--- src/rtl/hazard_unit.sv ---
// rtl/hazard_unit.sv - load-use / branch-operand stall and redirect flush control
// Optional performance counters are enabled by defining HAZARD_PERF_CNT_EN.
module hazard_unit #(
  parameter int CNT_W = 32
) (
  input  logic             clk_i,
  input  logic             reset_n_i,
  input  logic [6:0]       id_opcode_i,
  input  logic [4:0]       id_rs1_i,
  input  logic [4:0]       id_rs2_i,
  input  logic [4:0]       ex_rd_i,
  input  logic             ex_reg_write_i,
  input  logic             ex_load_i,
  input  logic [4:0]       mem_rd_i,
  input  logic             mem_load_i,
  input  logic             id_redirect_i,
  output logic             pc_write_o,
  output logic             ifid_write_o,
  output logic             bubble_o,
  output logic             ifid_flush_o,
  output logic [CNT_W-1:0] stall_cnt_o,
  output logic [CNT_W-1:0] flush_cnt_o
);

  typedef enum logic {RUN, STALL} state_t;

  state_t     state_q, state_d;
  logic       rem_q, rem_d;
  logic       use_rs1, use_rs2, resolve_id;
  logic       ex_match, mem_match;
  logic [1:0] need;

  always_comb begin
    use_rs1 = 1'b0;
    use_rs2 = 1'b0;
    case (id_opcode_i)
      7'b0110011, 7'b0100011, 7'b1100011: begin
        use_rs1 = 1'b1;
        use_rs2 = 1'b1;
      end
      7'b0010011, 7'b0000011, 7'b1100111: use_rs1 = 1'b1;
      default: ;
    endcase
  end

  assign resolve_id = (id_opcode_i == 7'b1100011) || (id_opcode_i == 7'b1100111);

  // x0 is hardwired zero, so it never creates a dependency
  assign ex_match  = (use_rs1 && (id_rs1_i != 5'd0) && (id_rs1_i == ex_rd_i)) ||
                     (use_rs2 && (id_rs2_i != 5'd0) && (id_rs2_i == ex_rd_i));
  assign mem_match = (use_rs1 && (id_rs1_i != 5'd0) && (id_rs1_i == mem_rd_i)) ||
                     (use_rs2 && (id_rs2_i != 5'd0) && (id_rs2_i == mem_rd_i));

  always_comb begin
    need = 2'd0;
    if (ex_load_i && ex_match && resolve_id)
      need = 2'd2;
    else if ((ex_load_i && ex_match) ||
             (resolve_id && ex_reg_write_i && ex_match) ||
             (resolve_id && mem_load_i && mem_match))
      need = 2'd1;
  end

  always_comb begin
    state_d      = state_q;
    rem_d        = rem_q;
    pc_write_o   = 1'b1;
    ifid_write_o = 1'b1;
    bubble_o     = 1'b0;
    ifid_flush_o = 1'b0;
    if (!reset_n_i) begin
      state_d      = RUN;
      rem_d        = 1'b0;
      pc_write_o   = 1'b0;
      ifid_write_o = 1'b0;
      bubble_o     = 1'b1;
      ifid_flush_o = 1'b1;
    end else begin
      case (state_q)
        RUN: begin
          if (need != 2'd0) begin
            // operands not ready yet, so any redirect is not trustworthy
            pc_write_o   = 1'b0;
            ifid_write_o = 1'b0;
            bubble_o     = 1'b1;
            if (need == 2'd2) begin
              state_d = STALL;
              rem_d   = 1'b1;
            end
          end else if (id_redirect_i) begin
            ifid_flush_o = 1'b1;
          end
        end
        STALL: begin
          pc_write_o   = 1'b0;
          ifid_write_o = 1'b0;
          bubble_o     = 1'b1;
          rem_d        = rem_q - 1'b1;
          if (rem_d == 1'b0) state_d = RUN;
        end
        default: state_d = RUN;
      endcase
    end
  end

  always_ff @(posedge clk_i or negedge reset_n_i) begin
    if (!reset_n_i) begin
      state_q <= RUN;
      rem_q   <= 1'b0;
    end else begin
      state_q <= state_d;
      rem_q   <= rem_d;
    end
  end

`ifdef HAZARD_PERF_CNT_EN
  logic [CNT_W-1:0] stall_cnt_q, flush_cnt_q;

  // saturating event counters
  always_ff @(posedge clk_i or negedge reset_n_i) begin
    if (!reset_n_i) begin
      stall_cnt_q <= '0;
      flush_cnt_q <= '0;
    end else begin
      if (bubble_o && !(&stall_cnt_q)) stall_cnt_q <= stall_cnt_q + 1'b1;
      if (ifid_flush_o && !(&flush_cnt_q)) flush_cnt_q <= flush_cnt_q + 1'b1;
    end
  end

  assign stall_cnt_o = stall_cnt_q;
  assign flush_cnt_o = flush_cnt_q;
`else
  assign stall_cnt_o = '0;
  assign flush_cnt_o = '0;
`endif

endmodule

--- config.mk ---
export PLATFORM = sky130hd
export DESIGN_NAME = hazard_unit
export DESIGN_NICKNAME = d
export VERILOG_FILES = /design/src/rtl/hazard_unit.sv
export SDC_FILE = /design/constraint.sdc
export NUM_CORES = 1
export LEC_CHECK = 0
export CAP_MARGIN = 40
export CORE_AREA = 2 2 62 64
export CTS_BUF_LIST = sky130_fd_sc_hd__clkbuf_16
export DETAILED_ROUTE_END_ITERATION = 6
export DIE_AREA = 0 0 64 66
export GPL_TIMING_DRIVEN = 1
export PLACE_DENSITY = 0.88
export SLEW_MARGIN = 20
export SYNTH_ARGS = -nofsm -noshare
export SYNTH_HDL_FRONTEND = slang
export SYNTH_SLANG_ARGS = --single-unit
export TNS_END_PERCENT = 50
--- constraint.sdc ---
create_clock -name clk_i -period 2.1 [get_ports clk_i]
set_input_delay 0.315 -clock clk_i [delete_from_list [all_inputs] [get_ports clk_i]]
set_output_delay 0.315 -clock clk_i [all_outputs]
set_load 0.03 [all_outputs]
==> results of run 1 <==
where the power goes:
group	switching, W	internal [W]	total, W
registers	0.0000000283	0.0000389	0.0000389
logic	0.000225	0.0000922	0.000318
clock network	0.0000476	0.000243	0.000290
path summary, 6_finish.rpt:
check | start | endpoint | slack, ps
setup / recovery | ex_rd_i[3] | bubble_o | 30
hold / removal | reset_n_i | rem_q$_DFFE_PN0P_ | 350
min in group clk_i | rem_q$_DFFE_PN0P_ | state_q$_DFF_PN0_ | 490
setup reg to reg | state_q$_DFF_PN0_ | state_q$_DFF_PN0_ | 1310
max in group asynchronous | reset_n_i | state_q$_DFF_PN0_ | 1530
hold reg to reg | rem_q$_DFFE_PN0P_ | state_q$_DFF_PN0_ | 490
critical path, cell delays in order:
cell and delay (ps):
clkdlybuf4s50_1 510, xnor2_1 130, nand2_1 120, nor3b_2 240, o21ba_4 190, or2_1 120, buf_6 130
area by class of cell:
type | instances | share of cell area, %
Timing Repair Buffer | 49 | 32.36
Inverter | 4 | 1.091
Tap cell | 48 | 4.364
Sequential cell | 2 | 3.636
Multi-Input combinational cell | 123 | 53.09
Clock buffer | 3 | 5.455
cells by family (layout without fill, tap and decap cells):
group,count (synthesis),count (layout),share of synthesized area [%]
buffers and inverters,69,56,51.54
and+or+nand+nor,27,27,15.90
xor gates and xnor gates,20,20,17.95
AOI/OAI and AO/OA,12,12,9.103
DFF,2,2,5.128
other,1,64,0.3842
flip-flops by register name (all words and copies together) (netlist names):
signal and flops:
state_q 1, rem_q 1
layout by cell type, fill, tap and decap left out, types with 4 or more instances in the layout:
cell type / Yosys / final
conb_1: 1 / 64
dlygate4sd2_1: 0 / 16
clkdlybuf4s50_1: 0 / 6
buf_4: 65 / 13
dlymetal6s2s_1: 0 / 5
xnor2_1: 10 / 10
inv_1: 4 / 4
xor2_1: 10 / 9
nand2_1: 4 / 4
buf_6: 0 / 4
layer usage:
layer  vias up  share of wire, %  wire (um)
li1        402                 -          -
met4         0               2.9         68
met5         -                 0          0
met3         6                11        261
met2        59                56       1301
met1       385                30        694
stage by stage:
step | setup slack [ps] | total power, W | util, % | setup TNS, ps | area [um2]
2_1_floorplan | -97.40 | 0.0003402 | - | -97.40 | 1215
3_3_place_gp | -250.7 | 0.0003429 | 33.51 | -762.8 | 1190
3_5_place_dp | -298.4 | 0.0003464 | 33.51 | -965.8 | 1190
4_1_cts | 0.1159 | 0.0006428 | 37.63 | 0 | 1336
5_1_grt | -37.07 | 0.0006766 | 38.76 | -65.76 | 1376
6_report | 34.83 | 0.0006466 | 38.76 | 0 | 1376
timing repair:
action                     in CTS  in global routing
buffers inserted                3                  3
setup endpoints to repair       4                  4
pin swaps                      17                 16
gates resized for setup        39                 12
==> out/metrics.cfg, run 1 <==
[global_route]
grt_max_degree = 8
grt_busiest_layer = met2
grt_pass1_wl_um = 3346
grt_use_met2_pct = 20.18
gr-usage-met1_pct = 8.673
grt_pass1_vias = 800
grt-ovfl-total = 0
grt_use_total_pct = 10.27
grt_util_met3_pct = 3.578
antenna_found_initial = 0

[synthesis]
synth_cell_types = 29
synth_top_cell_area_share_pct = 50.00
yosysMostFrequentCell = buf_4
syn_inst = 131
synth_flop_cell = dfrtp_1
netlist_top_cells_count = buf_4, xnor2_1, xor2_1
avgSynthCellArea_um2 = 7.450
synth_area_um2 = 975.9
synthTopCellsByArea = buf_4, xnor2_1, xor2_1, dfrtp_1, nor3_1
synth_edf_count = 0
synth_top_area_cell = buf_4
synth_seq_cells = 2
synth-seq-area-share_pct = 5.128
yosysWarnings = 0
async_flop_share_pct = 100.0

[final_layout]
drive_gt1_share_pct = 20.44
layoutNonFillerInstCount = 229
register_area_um2 = 50.05
multi_input_area_um2 = 730.7
fill_cells = 368
antennaDiodeCount = 0
area_delta_synth_final_pct = 41.03
nets = 216

[floorplanning]
die_w_um = 64
core_um2 = 3551
initial_core_util_pct = 27.48
rows = 22
die_h_um = 66
pin_count = 101
dieArea_um2 = 4224

[clock_network]
path_clk_slew_ps = 30
cts.path.max_buffers = 2
cts_hold_buffers = 0
insertion_delay_ps = 220
cts.sinks = 2
htree_levels = 1
cts_tree = yes
cts-root-buf = clkbuf_16
cts_buffers = 3

[detailed_routing]
via_per_inst = 3.721
vias = 852
wl_per_cell_um = 10.15
ant_nets = 0
drt-initial-drc-count = 28
routed_wl_um = 2325
drcViolationCount = 0
dr.pass1.iters = 4

[sta]
min_period_ps = 2065
finalSetupViolCount = 0
rsz0062_at_grt = yes
fin_worst_hold_slack_ps = 347.7
hold_viol = 0
max_freq_ghz = 0.4842
fin_skew_ps = 0.1827
post-route-period-util_pct = 98.34
finalMaxSlewViolations = 0

[setup_path]
r2r_cells = 2
critPathKind = input port to output port
cp.required_ps = 1780
critPathMaxFanout = 3
start_kind = input port
worst_ep_arrival_time_ps = 1750
end_kind = output port

[place]
io_buffers = 36
place_congestion = 0.7548
place_hpwl_um = 1877
dp_cells = 220

[min_path]
hold_class = input port to async pin

[run_status]
status = completed

[pwr]
max-vdd-ir-drop_mv = 0.1545
powerDensity_nw_per_um2 = 469.8
leakagePower_nw = 0.7228

[flow_run]
cap_violations = 0

Power figures use the tool's default switching activity.
==> inputs of run 2 (changes only) <==
--- a/config.mk
+++ b/config.mk
@@ -8,6 +8,7 @@
 export CAP_MARGIN = 40
 export CORE_AREA = 2 2 62 64
 export CTS_BUF_LIST = sky130_fd_sc_hd__clkbuf_16
+export CTS_CLUSTER_SIZE = 10
 export DETAILED_ROUTE_END_ITERATION = 6
 export DIE_AREA = 0 0 64 66
 export GPL_TIMING_DRIVEN = 1
==> results of run 2 <==
The final DEF is identical to that of run 1; final timing and power are the same.
